$ cat src/rtl/memref_stream_drain.sv
// Drains SIZE words from a 1-cycle-latency memref read port into a valid/ready stream.
// Optional clear-on-read write port enabled by defining MEMREF_DRAIN_CLEAR_EN.
module memref_stream_drain #(
  parameter int WIDTH  = 32,
  parameter int ADDR_W = 8,
  parameter int SIZE   = 4
) (
  input  logic              clk,
  input  logic              rst_n,
  input  logic              tstart,
  output logic              busy,
  output logic              done,
  output logic [ADDR_W-1:0] mem_addr,
  output logic              mem_rd_en,
  input  logic [WIDTH-1:0]  mem_rd_data,
`ifdef MEMREF_DRAIN_CLEAR_EN
  output logic [ADDR_W-1:0] mem_wr_addr,
  output logic              mem_wr_en,
  output logic [WIDTH-1:0]  mem_wr_data,
`endif
  output logic              m_valid,
  input  logic              m_ready,
  output logic [WIDTH-1:0]  m_data,
  output logic              m_last
);

  localparam logic [ADDR_W-1:0] LAST_ADDR = ADDR_W'(SIZE - 1);

  typedef enum logic [1:0] {IDLE, DRAIN, FLUSH} state_t;

  state_t            state, state_nx;
  logic [ADDR_W-1:0] rd_ptr;
  logic [ADDR_W-1:0] addr_q;
  logic [ADDR_W-1:0] inflight_addr;
  logic              inflight;
  logic [WIDTH-1:0]  buf_data [2];
  logic [1:0]        buf_last;
  logic              head, tail;
  logic [1:0]        count;
  logic              pop, push, issue, accept, finish;
  logic [2:0]        level;

  assign pop   = m_valid & m_ready;
  assign push  = inflight;
  // Occupancy the buffer will have once this cycle's pop and in-flight return settle.
  assign level = {1'b0, count} + {2'b0, inflight} - {2'b0, pop};

  always_ff @(posedge clk) begin
    if (!rst_n) state <= IDLE;
    else        state <= state_nx;
  end

  always_comb begin
    state_nx = state;
    issue    = 1'b0;
    accept   = 1'b0;
    finish   = 1'b0;
    case (state)
      IDLE: begin
        if (tstart && !done) begin
          accept   = 1'b1;
          state_nx = DRAIN;
        end
      end
      DRAIN: begin
        if (level < 3'd2) begin
          issue = 1'b1;
          if (rd_ptr == LAST_ADDR) state_nx = FLUSH;
        end
      end
      FLUSH: begin
        if (!inflight && count == 2'd1 && pop) begin
          finish   = 1'b1;
          state_nx = IDLE;
        end
      end
      default: state_nx = IDLE;
    endcase
  end

  always_ff @(posedge clk) begin
    if (!rst_n) begin
      done          <= 1'b0;
      rd_ptr        <= '0;
      addr_q        <= '0;
      inflight_addr <= '0;
      inflight      <= 1'b0;
      buf_last      <= '0;
      head          <= 1'b0;
      tail          <= 1'b0;
      count         <= '0;
      for (int unsigned i = 0; i < 2; i++) buf_data[i] <= '0;
    end else begin
      done     <= finish;
      inflight <= issue;
      if (accept) rd_ptr <= '0;
      if (issue) begin
        inflight_addr <= rd_ptr;
        addr_q        <= rd_ptr;
        if (rd_ptr != LAST_ADDR) rd_ptr <= rd_ptr + 1'b1;
      end
      if (push) begin
        buf_data[tail] <= mem_rd_data;
        buf_last[tail] <= (inflight_addr == LAST_ADDR);
        tail           <= ~tail;
      end
      if (pop) head <= ~head;
      count <= count + {1'b0, push} - {1'b0, pop};
    end
  end

  assign busy      = (state != IDLE);
  assign mem_rd_en = issue;
  assign mem_addr  = issue ? rd_ptr : addr_q;
  assign m_valid   = (count != 2'd0);
  assign m_data    = m_valid ? buf_data[head] : '0;
  assign m_last    = m_valid & buf_last[head];

`ifdef MEMREF_DRAIN_CLEAR_EN
  assign mem_wr_en   = inflight;
  assign mem_wr_addr = inflight_addr;
  assign mem_wr_data = '0;
`endif

endmodule

$ cat config.mk
export PLATFORM = sky130hd
export DESIGN_NAME = memref_stream_drain
export DESIGN_NICKNAME = d
export VERILOG_FILES = /design/src/rtl/memref_stream_drain.sv
export SDC_FILE = /design/constraint.sdc
export NUM_CORES = 1
export LEC_CHECK = 0
export ABC_AREA = 1
export CAP_MARGIN = 10
export CORE_MARGIN = 2
export CORE_UTILIZATION = 49
export CTS_BUF_LIST = sky130_fd_sc_hd__clkbuf_8
export CTS_CLUSTER_SIZE = 14
export DETAILED_ROUTE_END_ITERATION = 8
export MAX_ROUTING_LAYER = met4
export PLACE_DENSITY = 0.85
export SYNTH_ARGS = -nofsm -noshare
export SYNTH_HDL_FRONTEND = slang
export SYNTH_SLANG_ARGS = --single-unit
export TNS_END_PERCENT = 50
$ cat constraint.sdc
create_clock -name clk -period 2.6 [get_ports clk]
set_input_delay 0.26 -clock clk [delete_from_list [all_inputs] [get_ports clk]]
set_output_delay 0.26 -clock clk [all_outputs]
set_load 0.02 [all_outputs]
==> results.tsv <==
stage	metric	value	unit
outcome	status	complete, but fails checks	
outcome	violations	setup timing	
setup_path	slowest_delay	560	ps
timing	worst_pin_slew	773	ps
timing	fmax	0.341	GHz
setup_path	cp_num_buf_inv	7	
pwr	cellPowerDensity	800	mW/mm^2
detailed_routing	drt-wirelength-per-cell	14.2	um
yosys	netlist-cell-type-count	20	
floorplanning	die_x	98.1	um
timing	period_minus_slack	2930	ps
final_layout	syn_to_final_growth	33.6	%
cts	cts_max_level	3	
timing	setup_ws	-329	ps
setup_path	worstPathCellList	nor2_4 > inv_2 > nand2_2 > inv_2 > ha_4 > inv_4 > ha_4 > inv_2 > fa_1 > nand3_2 > nor2_4 > buf_6 > buf_6 > nand2_4 > nand2_2 > buf_6	
worst_hold_path	min_path_type	reg2reg	
setup_path	crit_cells	16	
final_layout	drive_above_1_share	16.0	%
cts	clock_path_buffers	2	
detailed_routing	postRouteAntennaNets	0	
pwr	p_sw	0.00161	W
cts	cts_tree	yes	
floorplanning	num_rows	34	
worst_hold_path	hold_path_depth	1	
final_layout	finalNetCount	649	
pwr	leakage	2.47	nW
cts	cts.sinks	99	
detailed_routing	drt_iter0_drc	152	
pwr	irDropWorstVdd	345	uV
setup_path	critical_path.startpoint_type	register	
yosys	syn_nets	542	
detailed_routing	route.met3.wl	611	um
yosys	synth_top_area_cell	edfxtp_1	
setup_path	timing_worst_setup_path_type	reg2out	
global_route	antenna_found_initial	0	
floorplanning	initial_core_util	50.0	%
setup_path	r2r_end	rd_ptr[1]	
detailed_routing	wl_met1	4140	um
setup_path	cp-endpoint	mem_addr[1]	
detailed_routing	wl_met2	5320	um
pwr	total_power	0.00464	W
yosys	synth_seq_area_share	60.4	%
timing	fin_crit_sh	113	%
global_route	grt.overflow.total	0	
setup_path	startpoint	count[0]	
detailed_routing	drt_first_pass_iters	4	
timing	clock-skew-final	10.7	ps
detailed_routing	remaining_drc_errors	0	
yosys	synthCells	502	
detailed_routing	highest_layer	met4	
timing	rsz0062_at_grt	true	
detailed_routing	vias	3647	
pwr	p_clk_share	20.2	%
yosys	synth_area_leaders	edfxtp_1 (44%), dfxtp_1 (16%), nand2_1 (11%)	
setup_path	critPathTopFamily	adder cells	
cts	ctsHoldBuffers	0	
setup_path	arrival	2670	ps
run	drv_cap	0	
placement	hpwl	6970	um
setup_path	end_kind	primary output	
setup_path	crit_required	2340	ps
floorplanning	core_area	0.00868	mm^2
setup_path	path_max_fanout	4	
timing	slew_headroom	48.4	%
detailed_routing	wirelength	10200	um
setup_path	r2r_cells	18	
floorplanning	ios	81	
yosys	synth_top_area_share	44.3	%
yosys	avgSynthCellArea	8.65	um^2
yosys	synth_area	0.00434	mm^2
timing	setup_viol	11	
pwr	intPower	0.00303	W
global_route	grt_pass1_wl	16900	um
detailed_routing	drt-vias-per-instance	5.05	
cts	cts_root_buf	clkbuf_8	
final_layout	utilization	66.9	%
pwr	p_comb_share	39.0	%
placement	post-place-ws	-675	ps
final_layout	antenna_cells	0	
cts	path_clk_slew	90	ps
floorplanning	fp.dieH	98.1	um
cts	clock_latency	360	ps
global_route	grt.total_usage	22.3	%
setup_path	slowest_stage	fa_1	
global_route	grt_pass1_vias	3682	
pwr	switching_share	34.7	%
setup_path	r2r_slack	-20	ps
global_route	grt_max_degree	35	
yosys	yosys_register_bits	99	
placement	gp_congestion	0.841	
pwr	p_seq_share	40.8	%
setup_path	reg2reg_from	count[0]	
cts	cts_buffers	9	
placement	portBuffers	80	
timing	slew_violations	0	
timing	finalHoldViolCount	0	
floorplanning	die_area	0.00963	mm^2
yosys	ys_warn_count	0	
==> stage by stage <==
stage                     instances  hold WS (ps)  TNS [ps]  area [um^2]
after detailed placement        697           456     -8310         5420
after floorplan                 502           433         0         4360
after global routing            722           494     -4750         5800
after global placement          697           455     -6930         5420
final                           722           471     -2520         5800
after CTS                       719           470     -2730         5690
==> synth_stat cells <==
library cell and instances:
nor2_2 1, nand3_1 19, o21ai_0 8, dfxtp_1 35, inv_2 2, inv_1 59, nand4_1 1, buf_2 4
nand3b_1 2, nor4_1 3, buf_8 1, nor2_1 88, a21oi_1 59, edfxtp_1 64, nor2_4 2, nand2_1 131
ha_1 3, nand3_2 1, fa_1 1, clkbuf_1 18
==> how the worst min path moves through the flow <==
stage,from,end
final,state[0],done
after global routing,inflight_addr[3],inflight_addr[3]
after CTS,state[0],done
after detailed placement,inflight_addr[4],inflight_addr[4]
after global placement,inflight_addr[7],inflight_addr[7]
after floorplan,rst_n,register
==> cell type report <==
class / count / area (um^2)
multi-input combinational: 319 / 1510
tap: 108 / 135
timing repair buffer: 119 / 1110
sequential: 99 / 2630
inverter: 61 / 231
clock buffer: 9 / 124
fill: 692 / 2880
clock inverter: 7 / 62.6
==> cell families (layout without fill, tap and decap cells) <==
kind of cell	after synthesis	in the layout	synth area share [%]
AOI/OAI and AO/OA	67	67	7.72
DFF	99	99	60.4
adders and majority gates	4	4	1.33
and+or+nand+nor	248	248	22.9
buffers and inverters	84	196	7.63
==> registers in the layout, indices dropped and copies added, names as in the netlist, 2 cells and up, named ones only <==
register	flops
buf_data	64
inflight_addr	8
addr_q	8
state	2
count	2
rd_ptr	8
buf_last	2
==> power by group through the flow <==
stage	registers (W)	logic, W	clock network, W
floorplan	0.00191	0.000900	0
detailed placement	0.00192	0.00156	0
CTS	0.00189	0.00172	0.000947
global route	0.00191	0.00196	0.00101
finish	0.00190	0.00181	0.000937
global placement	0.00191	0.00152	0
==> repair_timing <==
action                                  in CTS  in global routing
setup buffers                                6                  4
cloned                                       0                  0
endpoints found under the setup margin      10                 25
resized for setup                           63                 27
pin swaps                                    6                 12
==> layout by cell type (no fill, tap or decap), drive strengths merged <==
cell type,count
a21oi,59
nor2,91
nand3b,2
clkinvlp,2
clkbuf,9
nand3,20
fa,1
ha,3
nand4,1
edfxtp,64
dfxtp,35
nand2,131
inv,64
o21ai,8
nor4,3
bufinv,1
buf,48
clkinv,1
clkdlybuf4s50,71
==> worst reg2reg max path, cell delays in order (launching register included) <==
cell	delay (ps)
dfxtp_2	350
nor2_4	110
inv_2	50
nand2_2	70
inv_2	40
ha_4	210
inv_4	50
ha_4	120
inv_2	30
fa_1	560
nand3_2	120
nor2_4	130
buf_6	140
buf_6	110
buf_4	100
buf_6	110
nand2_4	70
o21ai_2	110
nor2_1	40
==> metal layers <==
metal	vias up	GRT usage, %
li1	1810	-
met1	1706	26.9
met2	115	38.3
met3	16	4.01
met4	0	7.38
met5	-	-
(Power assumes the default switching activity.)
